**src/rtl/mem_arbiter_if.sv**
```systemverilog
// SRAM-like request/response bus: master drives the request phase, slave returns addr_ok/data_ok/rdata.
interface mem_arbiter_if;
    logic        req;
    logic        wr;
    logic [1:0]  size;
    logic [3:0]  wstrb;
    logic [31:0] addr;
    logic [31:0] wdata;
    logic        addr_ok;
    logic        data_ok;
    logic [31:0] rdata;

    modport master (output req, wr, size, wstrb, addr, wdata,
                    input  addr_ok, data_ok, rdata);
    modport slave  (input  req, wr, size, wstrb, addr, wdata,
                    output addr_ok, data_ok, rdata);
endinterface

```
**src/rtl/mem_arbiter.sv**
```systemverilog
// Shares one SRAM-like port between instruction fetch and data, data-first with starvation guard.
// Optional grant counters behind MEM_ARB_PERF_CNT_EN. One transaction in flight; arbitration adds 1 cycle.
module mem_arbiter #(
    parameter int STARVE_LIMIT = 8
) (
    input  logic                 clk,
    input  logic                 reset,
    mem_arbiter_if.slave         inst_if,
    mem_arbiter_if.slave         data_if,
    mem_arbiter_if.master        mem_if
`ifdef MEM_ARB_PERF_CNT_EN
    ,
    output logic [31:0]          inst_grant_cnt_o,
    output logic [31:0]          data_grant_cnt_o
`endif
);

    typedef enum logic [1:0] {IDLE, ADDR, RESP} state_e;
    typedef enum logic {GNT_INST, GNT_DATA} grant_e;

    localparam logic [7:0] LIMIT = 8'(STARVE_LIMIT);

    state_e     state_q, state_d;
    grant_e     grant_q, grant_d;
    logic [7:0] starve_q, starve_d;

    always_ff @(posedge clk) begin
        if (reset) begin
            state_q  <= IDLE;
            grant_q  <= GNT_INST;
            starve_q <= '0;
        end else begin
            state_q  <= state_d;
            grant_q  <= grant_d;
            starve_q <= starve_d;
        end
    end

    // Read data is a straight pass-through; masters qualify it with data_ok.
    assign inst_if.rdata = mem_if.rdata;
    assign data_if.rdata = mem_if.rdata;

    always_comb begin
        state_d         = state_q;
        grant_d         = grant_q;
        starve_d        = starve_q;
        mem_if.req      = 1'b0;
        mem_if.wr       = 1'b0;
        mem_if.size     = 2'd0;
        mem_if.wstrb    = 4'd0;
        mem_if.addr     = 32'd0;
        mem_if.wdata    = 32'd0;
        inst_if.addr_ok = 1'b0;
        inst_if.data_ok = 1'b0;
        data_if.addr_ok = 1'b0;
        data_if.data_ok = 1'b0;

        case (state_q)
            IDLE: begin
                if (data_if.req && (!inst_if.req || starve_q < LIMIT)) begin
                    grant_d = GNT_DATA;
                    state_d = ADDR;
                    if (inst_if.req && starve_q < LIMIT) begin
                        starve_d = starve_q + 8'd1;
                    end
                end else if (inst_if.req) begin
                    grant_d  = GNT_INST;
                    state_d  = ADDR;
                    starve_d = '0;
                end
            end
            ADDR: begin
                if (grant_q == GNT_DATA) begin
                    mem_if.req      = data_if.req;
                    mem_if.wr       = data_if.wr;
                    mem_if.size     = data_if.size;
                    mem_if.wstrb    = data_if.wstrb;
                    mem_if.addr     = data_if.addr;
                    mem_if.wdata    = data_if.wdata;
                    data_if.addr_ok = mem_if.addr_ok & data_if.req;
                end else begin
                    mem_if.req      = inst_if.req;
                    mem_if.size     = 2'd2;
                    mem_if.addr     = inst_if.addr;
                    inst_if.addr_ok = mem_if.addr_ok & inst_if.req;
                end
                // A master withdrawing before acceptance leaves nothing outstanding.
                if (mem_if.req && mem_if.addr_ok) begin
                    state_d = RESP;
                end else if (!mem_if.req) begin
                    state_d = IDLE;
                end
            end
            RESP: begin
                if (grant_q == GNT_DATA) begin
                    data_if.data_ok = mem_if.data_ok;
                end else begin
                    inst_if.data_ok = mem_if.data_ok;
                end
                if (mem_if.data_ok) begin
                    state_d = IDLE;
                end
            end
            default: state_d = IDLE;
        endcase
    end

`ifdef MEM_ARB_PERF_CNT_EN
    logic [31:0] inst_cnt_q, data_cnt_q;

    always_ff @(posedge clk) begin
        if (reset) begin
            inst_cnt_q <= '0;
            data_cnt_q <= '0;
        end else begin
            if (inst_if.addr_ok) inst_cnt_q <= inst_cnt_q + 32'd1;
            if (data_if.addr_ok) data_cnt_q <= data_cnt_q + 32'd1;
        end
    end

    assign inst_grant_cnt_o = inst_cnt_q;
    assign data_grant_cnt_o = data_cnt_q;
`endif

endmodule

```
**src/flat_wrapper.sv**
```systemverilog
// flat-port wrapper written by rule: the top's interface ports become plain ports
module mem_arbiter_flat 
#(
    parameter int STARVE_LIMIT = 8
)
  (clk, reset, inst_if_req, inst_if_wr, inst_if_size, inst_if_wstrb, inst_if_addr, inst_if_wdata, inst_if_addr_ok, inst_if_data_ok, inst_if_rdata, data_if_req, data_if_wr, data_if_size, data_if_wstrb, data_if_addr, data_if_wdata, data_if_addr_ok, data_if_data_ok, data_if_rdata, mem_if_req, mem_if_wr, mem_if_size, mem_if_wstrb, mem_if_addr, mem_if_wdata, mem_if_addr_ok, mem_if_data_ok, mem_if_rdata);
  mem_arbiter_if inst_if_i ();
  mem_arbiter_if data_if_i ();
  mem_arbiter_if mem_if_i ();
  input  logic clk;
  input  logic reset;
  input wire logic [$bits(inst_if_i.req)-1:0] inst_if_req;
  input wire logic [$bits(inst_if_i.wr)-1:0] inst_if_wr;
  input wire logic [$bits(inst_if_i.size)-1:0] inst_if_size;
  input wire logic [$bits(inst_if_i.wstrb)-1:0] inst_if_wstrb;
  input wire logic [$bits(inst_if_i.addr)-1:0] inst_if_addr;
  input wire logic [$bits(inst_if_i.wdata)-1:0] inst_if_wdata;
  output wire logic [$bits(inst_if_i.addr_ok)-1:0] inst_if_addr_ok;
  output wire logic [$bits(inst_if_i.data_ok)-1:0] inst_if_data_ok;
  output wire logic [$bits(inst_if_i.rdata)-1:0] inst_if_rdata;
  input wire logic [$bits(data_if_i.req)-1:0] data_if_req;
  input wire logic [$bits(data_if_i.wr)-1:0] data_if_wr;
  input wire logic [$bits(data_if_i.size)-1:0] data_if_size;
  input wire logic [$bits(data_if_i.wstrb)-1:0] data_if_wstrb;
  input wire logic [$bits(data_if_i.addr)-1:0] data_if_addr;
  input wire logic [$bits(data_if_i.wdata)-1:0] data_if_wdata;
  output wire logic [$bits(data_if_i.addr_ok)-1:0] data_if_addr_ok;
  output wire logic [$bits(data_if_i.data_ok)-1:0] data_if_data_ok;
  output wire logic [$bits(data_if_i.rdata)-1:0] data_if_rdata;
  output wire logic [$bits(mem_if_i.req)-1:0] mem_if_req;
  output wire logic [$bits(mem_if_i.wr)-1:0] mem_if_wr;
  output wire logic [$bits(mem_if_i.size)-1:0] mem_if_size;
  output wire logic [$bits(mem_if_i.wstrb)-1:0] mem_if_wstrb;
  output wire logic [$bits(mem_if_i.addr)-1:0] mem_if_addr;
  output wire logic [$bits(mem_if_i.wdata)-1:0] mem_if_wdata;
  input wire logic [$bits(mem_if_i.addr_ok)-1:0] mem_if_addr_ok;
  input wire logic [$bits(mem_if_i.data_ok)-1:0] mem_if_data_ok;
  input wire logic [$bits(mem_if_i.rdata)-1:0] mem_if_rdata;
  assign inst_if_i.req = inst_if_req;
  assign inst_if_i.wr = inst_if_wr;
  assign inst_if_i.size = inst_if_size;
  assign inst_if_i.wstrb = inst_if_wstrb;
  assign inst_if_i.addr = inst_if_addr;
  assign inst_if_i.wdata = inst_if_wdata;
  assign inst_if_addr_ok = inst_if_i.addr_ok;
  assign inst_if_data_ok = inst_if_i.data_ok;
  assign inst_if_rdata = inst_if_i.rdata;
  assign data_if_i.req = data_if_req;
  assign data_if_i.wr = data_if_wr;
  assign data_if_i.size = data_if_size;
  assign data_if_i.wstrb = data_if_wstrb;
  assign data_if_i.addr = data_if_addr;
  assign data_if_i.wdata = data_if_wdata;
  assign data_if_addr_ok = data_if_i.addr_ok;
  assign data_if_data_ok = data_if_i.data_ok;
  assign data_if_rdata = data_if_i.rdata;
  assign mem_if_req = mem_if_i.req;
  assign mem_if_wr = mem_if_i.wr;
  assign mem_if_size = mem_if_i.size;
  assign mem_if_wstrb = mem_if_i.wstrb;
  assign mem_if_addr = mem_if_i.addr;
  assign mem_if_wdata = mem_if_i.wdata;
  assign mem_if_i.addr_ok = mem_if_addr_ok;
  assign mem_if_i.data_ok = mem_if_data_ok;
  assign mem_if_i.rdata = mem_if_rdata;
  mem_arbiter #(.STARVE_LIMIT(STARVE_LIMIT)) u_core (.clk(clk), .reset(reset), .inst_if(inst_if_i), .data_if(data_if_i), .mem_if(mem_if_i));
endmodule
```
**config.mk**
```make
export PLATFORM = sky130hd
export DESIGN_NAME = mem_arbiter_flat
export DESIGN_NICKNAME = d
export VERILOG_FILES = /design/src/rtl/mem_arbiter_if.sv /design/src/rtl/mem_arbiter.sv /design/src/flat_wrapper.sv
export SDC_FILE = /design/constraint.sdc
export NUM_CORES = 1
export LEC_CHECK = 0
export BUFFER_PORTS_ARGS = -buffer_cell sky130_fd_sc_hd__buf_2
export CORE_AREA = 4 4 123 125
export DETAILED_ROUTE_END_ITERATION = 10
export DIE_AREA = 0 0 127 129
export PLACE_DENSITY_LB_ADDON = 0.12
export SYNTH_ARGS = -nofsm -noshare
export SYNTH_HDL_FRONTEND = slang
export SYNTH_SLANG_ARGS = --single-unit
```
**constraint.sdc**
```tcl
create_clock -name clk -period 3.81 [get_ports clk]
set_clock_uncertainty 0.1 [all_clocks]
set_input_delay 0.381 -clock clk [delete_from_list [all_inputs] [get_ports clk]]
set_output_delay 0.381 -clock clk [all_outputs]
set_load 0.01 [all_outputs]
```
==> flow_metrics.py, run 1 <==
metrics = {
    "status": {
        "status": "complete, no violations",
    },
    "logic_synthesis": {
        "synth_largest_area_cell": "sky130_fd_sc_hd__buf_4",
        "synth.yosys.warnings": 0,
        "post_synth_most_frequent_cells": "sky130_fd_sc_hd__buf_4, sky130_fd_sc_hd__and3_1, sky130_fd_sc_hd__nor2_1",
        "post-synth-top-area-fraction_pct": 27.6,
        "synth.distinct_cells": 30,
        "synth_edf_count": 0,
        "synth-seq-cells": 11,
        "asyncSetResetFlopFracSynth_pct": 0,
        "synthesis.nets": 427,
        "synthMostInstantiatedCell": "sky130_fd_sc_hd__buf_4",
        "synth.yosys.seq_area_share_pct": 12.1,
        "synth_area_per_inst_um2": 7.42,
        "synth.cell_area_um2": 1820,
        "ys_top_cells_by_area": "sky130_fd_sc_hd__buf_4, sky130_fd_sc_hd__mux2i_1, sky130_fd_sc_hd__and3_1",
        "synthesized_netlist_cell_count": 246,
        "yosys_most_used_dff": "sky130_fd_sc_hd__dfxtp_1",
    },
    "critical_path": {
        "worst_ep_arrival_time_ns": 1.74,
        "critical_path.max_fanout": 77,
        "crit_path_top_delay_cell": "sky130_fd_sc_hd__dfxtp_4",
        "cpPeakStageDelay_ns": 0.91,
        "crit_path_start_kind": "flip-flop",
        "worstPathRequired_ns": 3.33,
        "crit_family": "flip-flops",
        "end_kind": "output port",
        "path_type_of_the_worst_setup_path": "flip-flop to output port",
        "worst_r2r_startpoint": "u_core.grant_q$_SDFFE_PP0P_",
        "crit_chain": "mux2i_1 > nor2_1 > buf_2",
        "critPathBufInv": 1,
        "crit_start": "u_core.grant_q$_SDFFE_PP0P_",
    },
    "floorplanning": {
        "die_area_um2": 16400,
        "io_pins": 320,
        "placeable_area_um2": 13900,
        "placement_rows": 43,
        "die-width_um": 127,
        "die_height_um": 129,
        "floorplan.initialDensity_pct": 13.1,
    },
    "timing": {
        "rsz0062_at_grt": "no",
        "final_period_minus_worst_setup_slack_ns": 2.22,
        "max-slew-margin-rel_pct": 37.9,
        "timing.final.setup_violations": 0,
        "final-hold-violation-count": 0,
        "fin_worst_hold_slack_ns": 0.342,
        "final_min_period_over_clock_period_pct": 58.3,
        "slew_violations": 0,
        "totalNegativeSetupSlack_ns": 0,
        "fmaxAchievable_ghz": 0.451,
        "timing_worst_slew_pin_value_ns": 0.932,
    },
    "clock_tree": {
        "tritoncts": "done",
        "clk_latency_ns": 0.24,
        "tritoncts_num_sinks": 11,
        "holdBufCountCts": 0,
        "post_cts_resize_count": 0,
        "htreeDepth": 1,
        "cts_setup_buffers": 0,
        "numCtsBuffers": 3,
        "clock-root-buffer": "sky130_fd_sc_hd__clkbuf_16",
        "cts.clk_slew.worst_paths_ns": 0.04,
        "maximum_number_of_buffers_from_clock_root_to_sink": 2,
    },
    "final_layout": {
        "antenna-diode-count": 0,
        "finish.net_count": 534,
        "share_of_final_layout_standard_cells_stronger_than_drive_strength_1_pct": 55.7,
        "multi_input_comb_area_um2": 991,
        "fillers": 1624,
        "area_growth_syn_to_layout_pct": 35.0,
        "seqCellArea_um2": 224,
    },
    "grt": {
        "grt_max_degree": 78,
        "grt_pass1_vias": 1964,
        "gr_util_all_layers_pct": 7.89,
        "wire_length_of_the_first_global_routing_pass_um": 10600,
        "antenna_found_initial": 0,
        "grt.overflow.total": 0,
    },
    "hold_path": {
        "timing.hold.worst.start": "reset",
        "hold_class": "input port to flip-flop",
    },
    "route": {
        "route.detailed.wl_per_inst_um": 13.6,
        "drc": 0,
        "detail-route-antenna-nets": 0,
        "wl_um": 7240,
        "drt_first_iter_violations": 56,
        "firstDrtPassIters": 4,
        "detailed_route_via_count": 2005,
        "post_drt_via_cell_ratio": 3.77,
    },
    "placed_design": {
        "placement.io_buffers": 184,
        "dp_hpwl_um": 5880,
        "place_congestion": 0.707,
    },
    "power": {
        "power-per-cell-area_nw_per_um2": 228,
        "power_leakage_nw": 1.47,
        "ir_worst_vdd_mv": 0.158,
    },
    "run": {
        "cap_viol_max_count": 0,
    },
}
-- flip-flops by register name, summed over array words and instances (netlist names) --
signal	flops
u_core.starve_q	8
u_core.grant_q	1
u_core.state_q	2
-- metrics by stage --
step	instances	total power [mW]	util [%]	setup WS, ns	area (um2)
after floorplan	246	0.339	-	2.26	1820
after global placement	528	0.375	17.2	1.75	2380
after detailed placement	528	0.376	17.2	1.75	2380
after CTS	532	0.574	17.7	1.49	2460
after global routing	532	0.604	17.7	1.39	2460
final	532	0.562	17.7	1.59	2460
-- path summary, 6_finish.rpt --
kind / slack (ns) / to / cells past startpoint
worst max register to register: 2.02 / u_core.state_q[0]$_SDFFE_PP0P_ / 3
worst max-delay path: 1.59 / mem_if_req / 3
worst min register to register: 0.35 / u_core.starve_q[3]$_SDFFE_PP0P_ / 2
worst min-delay path: 0.34 / u_core.starve_q[1]$_SDFFE_PP0P_ / 2
-- report_power, final --
group          switching (mW)  total (mW)  internal, mW
registers              0.0300       0.149         0.119
logic                   0.103       0.218         0.114
clock network          0.0539       0.195         0.141
total                   0.187       0.562         0.374
-- worst reg2reg max path, stage by stage, from the launching register on --
cell,delay [ns]
sky130_fd_sc_hd__dfxtp_4,0.91
sky130_fd_sc_hd__mux2i_1,0.26
sky130_fd_sc_hd__o32a_1,0.36
sky130_fd_sc_hd__nor3_2,0.10
-- per-layer routing --
metal  track usage [%]  part of all wire [%]  vias to the layer above
met5                 0                     0                        -
met4              2.08                   2.3                        0
met3              2.24                    11                       28
met2              13.6                    49                      109
met1              9.63                    38                      892
li1                  -                     -                      976
-- cell families after synthesis --
group / Yosys count / synth area share (%)
AND/OR/NAND/NOR: 105 / 32.1
buffers and inverters: 86 / 33.6
adder cells (fa/ha/maj): 1 / 0.686
multiplexers: 33 / 18.1
flip-flops: 11 / 12.1
AO/OA/AOI/OAI: 10 / 3.43
-- cells in the final DEF, fill, tap and decap left out --
master                        n
sky130_fd_sc_hd__nor3b_2      1
sky130_fd_sc_hd__or3b_4       1
sky130_fd_sc_hd__and3_1      39
sky130_fd_sc_hd__nand4_1      3
sky130_fd_sc_hd__nor3_2       1
sky130_fd_sc_hd__inv_1        1
sky130_fd_sc_hd__o21bai_1     1
sky130_fd_sc_hd__clkbuf_16    3
sky130_fd_sc_hd__nor2b_1      3
sky130_fd_sc_hd__inv_2        1
sky130_fd_sc_hd__a2bb2oi_1    1
sky130_fd_sc_hd__dfxtp_1     10
sky130_fd_sc_hd__clkbuf_1     1
sky130_fd_sc_hd__a21oi_1      6
sky130_fd_sc_hd__and2_1       4
sky130_fd_sc_hd__o32a_1       1
sky130_fd_sc_hd__nor2_1      37
sky130_fd_sc_hd__nor3_1       2
sky130_fd_sc_hd__nand3b_1     1
sky130_fd_sc_hd__nor4_4       1
sky130_fd_sc_hd__a31oi_1      1
sky130_fd_sc_hd__nand2b_1     1
sky130_fd_sc_hd__mux2i_1     33
sky130_fd_sc_hd__nand4b_1     2
sky130_fd_sc_hd__buf_4        2
sky130_fd_sc_hd__ha_1         1
sky130_fd_sc_hd__nand2_1      6
sky130_fd_sc_hd__buf_2      184
sky130_fd_sc_hd__dfxtp_4      1
sky130_fd_sc_hd__nor3b_1      2
sky130_fd_sc_hd__nor2_2       1
-- area by class of cell --
class / instances / area share [%]
well taps: 180 / 9.15
clock buffers: 4 / 3.20
repair buffers: 186 / 38.0
flip-flops and latches: 11 / 9.10
multi-input cells: 149 / 40.2
inverters: 2 / 0.305
(Power assumes the default switching activity.)
==> run 2: changes to the inputs <==
--- a/config.mk
+++ b/config.mk
@@ -6,9 +6,9 @@
 export NUM_CORES = 1
 export LEC_CHECK = 0
 export BUFFER_PORTS_ARGS = -buffer_cell sky130_fd_sc_hd__buf_2
-export CORE_AREA = 4 4 123 125
+export CORE_AREA = 4 4 121 123
 export DETAILED_ROUTE_END_ITERATION = 10
-export DIE_AREA = 0 0 127 129
+export DIE_AREA = 0 0 125 127
 export PLACE_DENSITY_LB_ADDON = 0.12
 export SYNTH_ARGS = -nofsm -noshare
 export SYNTH_HDL_FRONTEND = slang
==> constraint.sdc (replaced) <==
create_clock -name clk -period 2.1 [get_ports clk]
set_clock_uncertainty 0.1 [all_clocks]
set_input_delay 0.21 -clock clk [delete_from_list [all_inputs] [get_ports clk]]
set_output_delay 0.21 -clock clk [all_outputs]
set_load 0.01 [all_outputs]
==> flow_metrics.py, run 2 (same netlist as run 1, synthesis figures left out) <==
metrics = {
    "route": {
        "detailed_route_via_count": 2015,
        "firstDrtPassIters": 4,
        "post_drt_via_cell_ratio": 3.76,
        "detail-route-antenna-nets": 0,
        "drt_first_iter_violations": 53,
        "route.detailed.wl_per_inst_um": 13.7,
        "wl_um": 7330,
        "drc": 0,
    },
    "floorplanning": {
        "placeable_area_um2": 13700,
        "placement_rows": 43,
        "io_pins": 320,
        "die_area_um2": 15900,
        "floorplan.initialDensity_pct": 13.3,
        "die_height_um": 127,
        "die-width_um": 125,
    },
    "run": {
        "cap_viol_max_count": 0,
    },
    "final_layout": {
        "area_growth_syn_to_layout_pct": 38.7,
        "max_flop_register": "u_core.starve_q",
        "number_of_flip_flops_in_the_largest_register": 8,
        "largest_registers": "u_core.starve_q x8, u_core.state_q x2, u_core.grant_q x1",
        "antenna-diode-count": 0,
        "fillers": 1566,
        "layout.cells.most_common": "sky130_fd_sc_hd__buf_2",
        "most-common-layout-cells": "sky130_fd_sc_hd__buf_2, sky130_fd_sc_hd__and3_1, sky130_fd_sc_hd__nor2_1, sky130_fd_sc_hd__mux2i_1, sky130_fd_sc_hd__dfxtp_1",
        "finish.net_count": 538,
        "share_of_final_layout_standard_cells_stronger_than_drive_strength_1_pct": 56.2,
    },
    "power": {
        "power.clock.fraction_pct": 32.9,
        "power_leakage_nw": 1.50,
        "power-per-cell-area_nw_per_um2": 409,
        "pwr-share-comb_pct": 43.5,
        "switching_share_pct": 32.3,
        "totalPowerFinal_mw": 1.03,
        "ir_worst_vdd_mv": 0.386,
        "cellInternalPower_mw": 0.700,
        "p_seq_share_pct": 23.6,
        "total_switching_power_mw": 0.334,
    },
    "placed_design": {
        "place_congestion": 0.768,
        "pre_cts_ws_ns": 0.482,
        "placement.io_buffers": 184,
        "dp_hpwl_um": 6030,
    },
    "grt": {
        "use_met1_pct": 9.37,
        "antenna_found_initial": 0,
        "grt_util_met2_pct": 15.0,
        "grt_pass1_vias": 2001,
        "grt_max_degree": 39,
        "grt_use_met3_pct": 2.59,
        "gr_util_all_layers_pct": 8.21,
        "grt-busiest-layer": "met2",
        "wire_length_of_the_first_global_routing_pass_um": 10900,
        "grt.overflow.total": 0,
    },
    "status": {
        "status": "complete, no violations",
    },
    "clock_tree": {
        "cts.clk_slew.worst_paths_ns": 0.04,
        "htreeDepth": 1,
        "clk_latency_ns": 0.23,
        "post_cts_resize_count": 0,
        "cts_setup_buffers": 0,
        "tritoncts_num_sinks": 11,
        "maximum_number_of_buffers_from_clock_root_to_sink": 2,
        "tritoncts": "done",
        "holdBufCountCts": 0,
        "numCtsBuffers": 3,
        "clock-root-buffer": "sky130_fd_sc_hd__clkbuf_16",
    },
    "timing": {
        "totalNegativeSetupSlack_ns": 0,
        "fmaxAchievable_ghz": 0.542,
        "slew_violations": 0,
        "final_min_period_over_clock_period_pct": 87.9,
        "fin_worst_hold_slack_ns": 0.169,
        "final_period_minus_worst_setup_slack_ns": 1.85,
        "final-hold-violation-count": 0,
        "finalWorstSetupSlack_ns": 0.254,
        "timing.final.setup_violations": 0,
        "max-slew-margin-rel_pct": 69.9,
        "rsz0062_at_grt": "no",
        "timing_worst_slew_pin_value_ns": 0.450,
    },
    "critical_path": {
        "crit_chain": "inv_2 > nor2_2 > buf_12 > and3_1 > buf_2",
        "critical_path.max_fanout": 38,
        "cpPeakStageDelay_ns": 0.51,
        "path_type_of_the_worst_setup_path": "flip-flop to output port",
        "worst_ep_arrival_time_ns": 1.54,
        "crit_path_start_kind": "flip-flop",
        "worstPathRequired_ns": 1.79,
        "crit_family": "flip-flops",
        "critPathBufInv": 3,
        "crit_path_top_delay_cell": "sky130_fd_sc_hd__dfxtp_1",
        "end_kind": "output port",
    },
    "hold_path": {
        "hold_class": "input port to flip-flop",
    },
}
## run 2: area by class of cell
class | count | area, um2 | area share, %
Inverter | 2 | 7.51 | 0.297
Clock buffer | 4 | 78.8 | 3.12
Tap cell | 180 | 225 | 8.90
Multi-Input combinational cell | 149 | 991 | 39.2
Sequential cell | 11 | 224 | 8.85
Timing Repair Buffer | 190 | 1000 | 39.7
## run 2: path summary, 6_finish.rpt
path / startpoint / to / slack (ns) / cells past startpoint
max reg2reg: u_core.grant_q$_SDFFE_PP0P_ / u_core.state_q[0]$_SDFFE_PP0P_ / 0.71 / 3
min: reset / u_core.starve_q[3]$_SDFFE_PP0P_ / 0.17 / 2
max: u_core.state_q[0]$_SDFFE_PP0P_ / mem_if_wstrb[1] / 0.25 / 5
min reg2reg: u_core.starve_q[3]$_SDFFE_PP0P_ / u_core.starve_q[3]$_SDFFE_PP0P_ / 0.35 / 2
## run 2: metal layers
metal,vias up,wire (um)
met5,-,0
met4,0,173
met3,27,709
met2,112,3650
met1,889,2800
li1,987,-
## run 2: power groups by stage
stage          registers (mW)  logic (mW)  clock network, mW
2_1_floorplan           0.222       0.394                  0
3_3_place_gp            0.248       0.460                  0
3_5_place_dp            0.248       0.460                  0
4_1_cts                 0.245       0.462              0.353
5_1_grt                 0.247       0.500              0.371
6_report                0.244       0.450              0.340
## run 2: through the flow
| step | utilization (%) | instance area [um2] | cells |
|---|---|---|---|
| 2_1_floorplan | - | 1820 | 246 |
| 3_3_place_gp | 17.9 | 2450 | 532 |
| 3_5_place_dp | 17.9 | 2450 | 532 |
| 4_1_cts | 18.5 | 2530 | 536 |
| 5_1_grt | 18.5 | 2530 | 536 |
| 6_report | 18.5 | 2530 | 536 |
==> run 3: changes to the inputs <==
==> constraint.sdc (replaced) <==
create_clock -name clk -period 2.1 [get_ports clk]
set_clock_uncertainty 0.1 [all_clocks]
set_input_delay 0.21 -clock clk [delete_from_list [all_inputs] [get_ports clk]]
set_output_delay 0.21 -clock clk [all_outputs]
set_load 0.05 [all_outputs]
==> flow_metrics.py, run 3 (same netlist as run 1, synthesis figures left out) <==
metrics = {
    "status": {
        "status": "complete, no violations",
    },
    "floorplanning": {
        "placeable_area_um2": 13700,
        "die_height_um": 127,
        "io_pins": 320,
        "floorplan.initialDensity_pct": 13.3,
        "die_area_um2": 15900,
        "die-width_um": 125,
        "placement_rows": 43,
    },
    "power": {
        "cellInternalPower_mw": 0.694,
        "power.clock.fraction_pct": 27.6,
        "power-per-cell-area_nw_per_um2": 496,
        "ir_worst_vdd_mv": 0.336,
        "pwr-share-comb_pct": 54.0,
        "power_leakage_nw": 1.49,
        "p_seq_share_pct": 18.4,
        "total_switching_power_mw": 0.560,
        "switching_share_pct": 44.6,
    },
    "final_layout": {
        "seqCellArea_um2": 225,
        "fillers": 1598,
        "finalNonFillerCells": 534,
        "share_of_final_layout_standard_cells_stronger_than_drive_strength_1_pct": 56.8,
        "antenna-diode-count": 0,
        "most-common-layout-cells": "sky130_fd_sc_hd__buf_2, sky130_fd_sc_hd__and3_1, sky130_fd_sc_hd__nor2_1, sky130_fd_sc_hd__mux2i_1, sky130_fd_sc_hd__dfxtp_1",
        "area_growth_syn_to_layout_pct": 38.6,
        "multi_input_comb_area_um2": 1000,
        "layout.cells.most_common": "sky130_fd_sc_hd__buf_2",
        "largest_registers": "u_core.starve_q x8, u_core.state_q x2, u_core.grant_q x1",
        "number_of_flip_flops_in_the_largest_register": 8,
        "max_flop_register": "u_core.starve_q",
        "finish.net_count": 536,
    },
    "route": {
        "drt_first_iter_violations": 76,
        "post_drt_via_cell_ratio": 3.63,
        "firstDrtPassIters": 4,
        "detailed_route_via_count": 1941,
        "detail-route-antenna-nets": 0,
        "drc": 0,
        "route.detailed.wl_per_inst_um": 13.5,
        "wl_um": 7190,
    },
    "critical_path": {
        "crit_family": "buffers and inverters",
        "critical_path.max_fanout": 38,
        "crit_path_start_kind": "flip-flop",
        "worstPathRequired_ns": 1.79,
        "r2r_slack_ns": 0.82,
        "crit_chain": "inv_2 > nor2_2 > buf_12 > and3_1 > buf_2",
        "path_type_of_the_worst_setup_path": "flip-flop to output port",
        "timing.reg2reg.worst_path_depth": 3,
        "cpPeakStageDelay_ns": 0.43,
        "crit_start": "u_core.state_q[0]$_SDFFE_PP0P_",
        "critical_path.reg2reg.endpoint": "u_core.starve_q[4]$_SDFFE_PP0P_",
        "critPathBufInv": 3,
        "worst_ep_arrival_time_ns": 1.55,
        "crit_path_top_delay_cell": "sky130_fd_sc_hd__dfxtp_2",
        "critical_path_cell_count": 5,
        "end_kind": "output port",
        "worstSetupEndpoint": "mem_if_wdata[3]",
        "worst_r2r_startpoint": "u_core.state_q[1]$_SDFFE_PP0P_",
    },
    "clock_tree": {
        "htreeDepth": 1,
        "tritoncts": "done",
        "clk_latency_ns": 0.24,
        "holdBufCountCts": 0,
        "cts.clk_slew.worst_paths_ns": 0.04,
        "tritoncts_num_sinks": 11,
        "numCtsBuffers": 3,
        "clock-root-buffer": "sky130_fd_sc_hd__clkbuf_16",
        "maximum_number_of_buffers_from_clock_root_to_sink": 2,
    },
    "grt": {
        "grt_max_degree": 53,
        "grt.overflow.total": 0,
        "wire_length_of_the_first_global_routing_pass_um": 10800,
        "grt_pass1_vias": 1903,
        "gr_util_all_layers_pct": 8.23,
        "antenna_found_initial": 0,
    },
    "timing": {
        "final-hold-violation-count": 0,
        "totalNegativeSetupSlack_ns": 0,
        "timing_worst_slew_pin_value_ns": 0.435,
        "rsz0062_at_grt": "no",
        "final_period_minus_worst_setup_slack_ns": 1.86,
        "timing.final.setup_violations": 0,
        "finalWorstSetupSlack_ns": 0.237,
        "fmaxAchievable_ghz": 0.537,
        "max-slew-margin-rel_pct": 70.9,
        "final_min_period_over_clock_period_pct": 88.7,
        "slew_violations": 0,
    },
    "run": {
        "cap_viol_max_count": 0,
    },
    "placed_design": {
        "place_congestion": 0.747,
        "post-place-cells": 530,
        "dp_hpwl_um": 5910,
        "placement.io_buffers": 184,
        "pre_cts_ws_ns": 0.336,
    },
    "hold_path": {
        "timing.hold.worst.start": "reset",
        "hold_class": "input port to flip-flop",
    },
}
## run 3: through the flow
stage          cell area (um2)  hold slack, ns  util [%]  power (mW)
6_report                  2530           0.145      18.5        1.25
5_1_grt                   2530           0.162      18.5        1.34
4_1_cts                   2530           0.157      18.5        1.28
3_5_place_dp              2450           0.321      17.9       0.921
3_3_place_gp              2450           0.321      17.9       0.919
2_1_floorplan             1830           0.299         -        1.04
## run 3: timing repair
item | 4_1_cts | 5_1_grt
gates resized for setup | 0 | 1
setup buffers | 0 | 0
endpoints found under the setup margin | 0 | 31
## run 3: how the worst min path moves through the flow
stage | cells past startpoint | slack (ns) | end
finish | 2 | 0.15 | u_core.state_q[0]$_SDFFE_PP0P_
global route | 2 | 0.16 | u_core.state_q[0]$_SDFFE_PP0P_
CTS | 2 | 0.16 | u_core.state_q[0]$_SDFFE_PP0P_
detailed placement | 0 | 0.32 | data_if_rdata[24]
global placement | 0 | 0.32 | data_if_rdata[24]
floorplan | 2 | 0.30 | u_core.grant_q$_SDFFE_PP0P_
## run 3: cell type report
class                   count  share of cell area [%]
multi-input cells         149                    39.6
inverters                   2                   0.297
flip-flops and latches     11                    8.91
clock buffers               4                    3.12
repair buffers            188                    39.2
well taps                 180                    8.91
## run 3: metal layers
metal	track usage (%)	part of all wire (%)	vias to the layer above
met5	0	0	-
met4	2.17	2.5	0
met2	15.2	53	85
met3	1.84	7.7	27
li1	-	-	981
met1	9.65	37	848
## run 3: power by group through the flow
stage                     clock network (mW)  logic (mW)  registers (mW)
final                                  0.347       0.677           0.231
after floorplan                            0       0.822           0.222
after global routing                   0.376       0.730           0.234
after CTS                              0.362       0.688           0.231
after detailed placement                   0       0.687           0.235
after global placement                     0       0.685           0.235
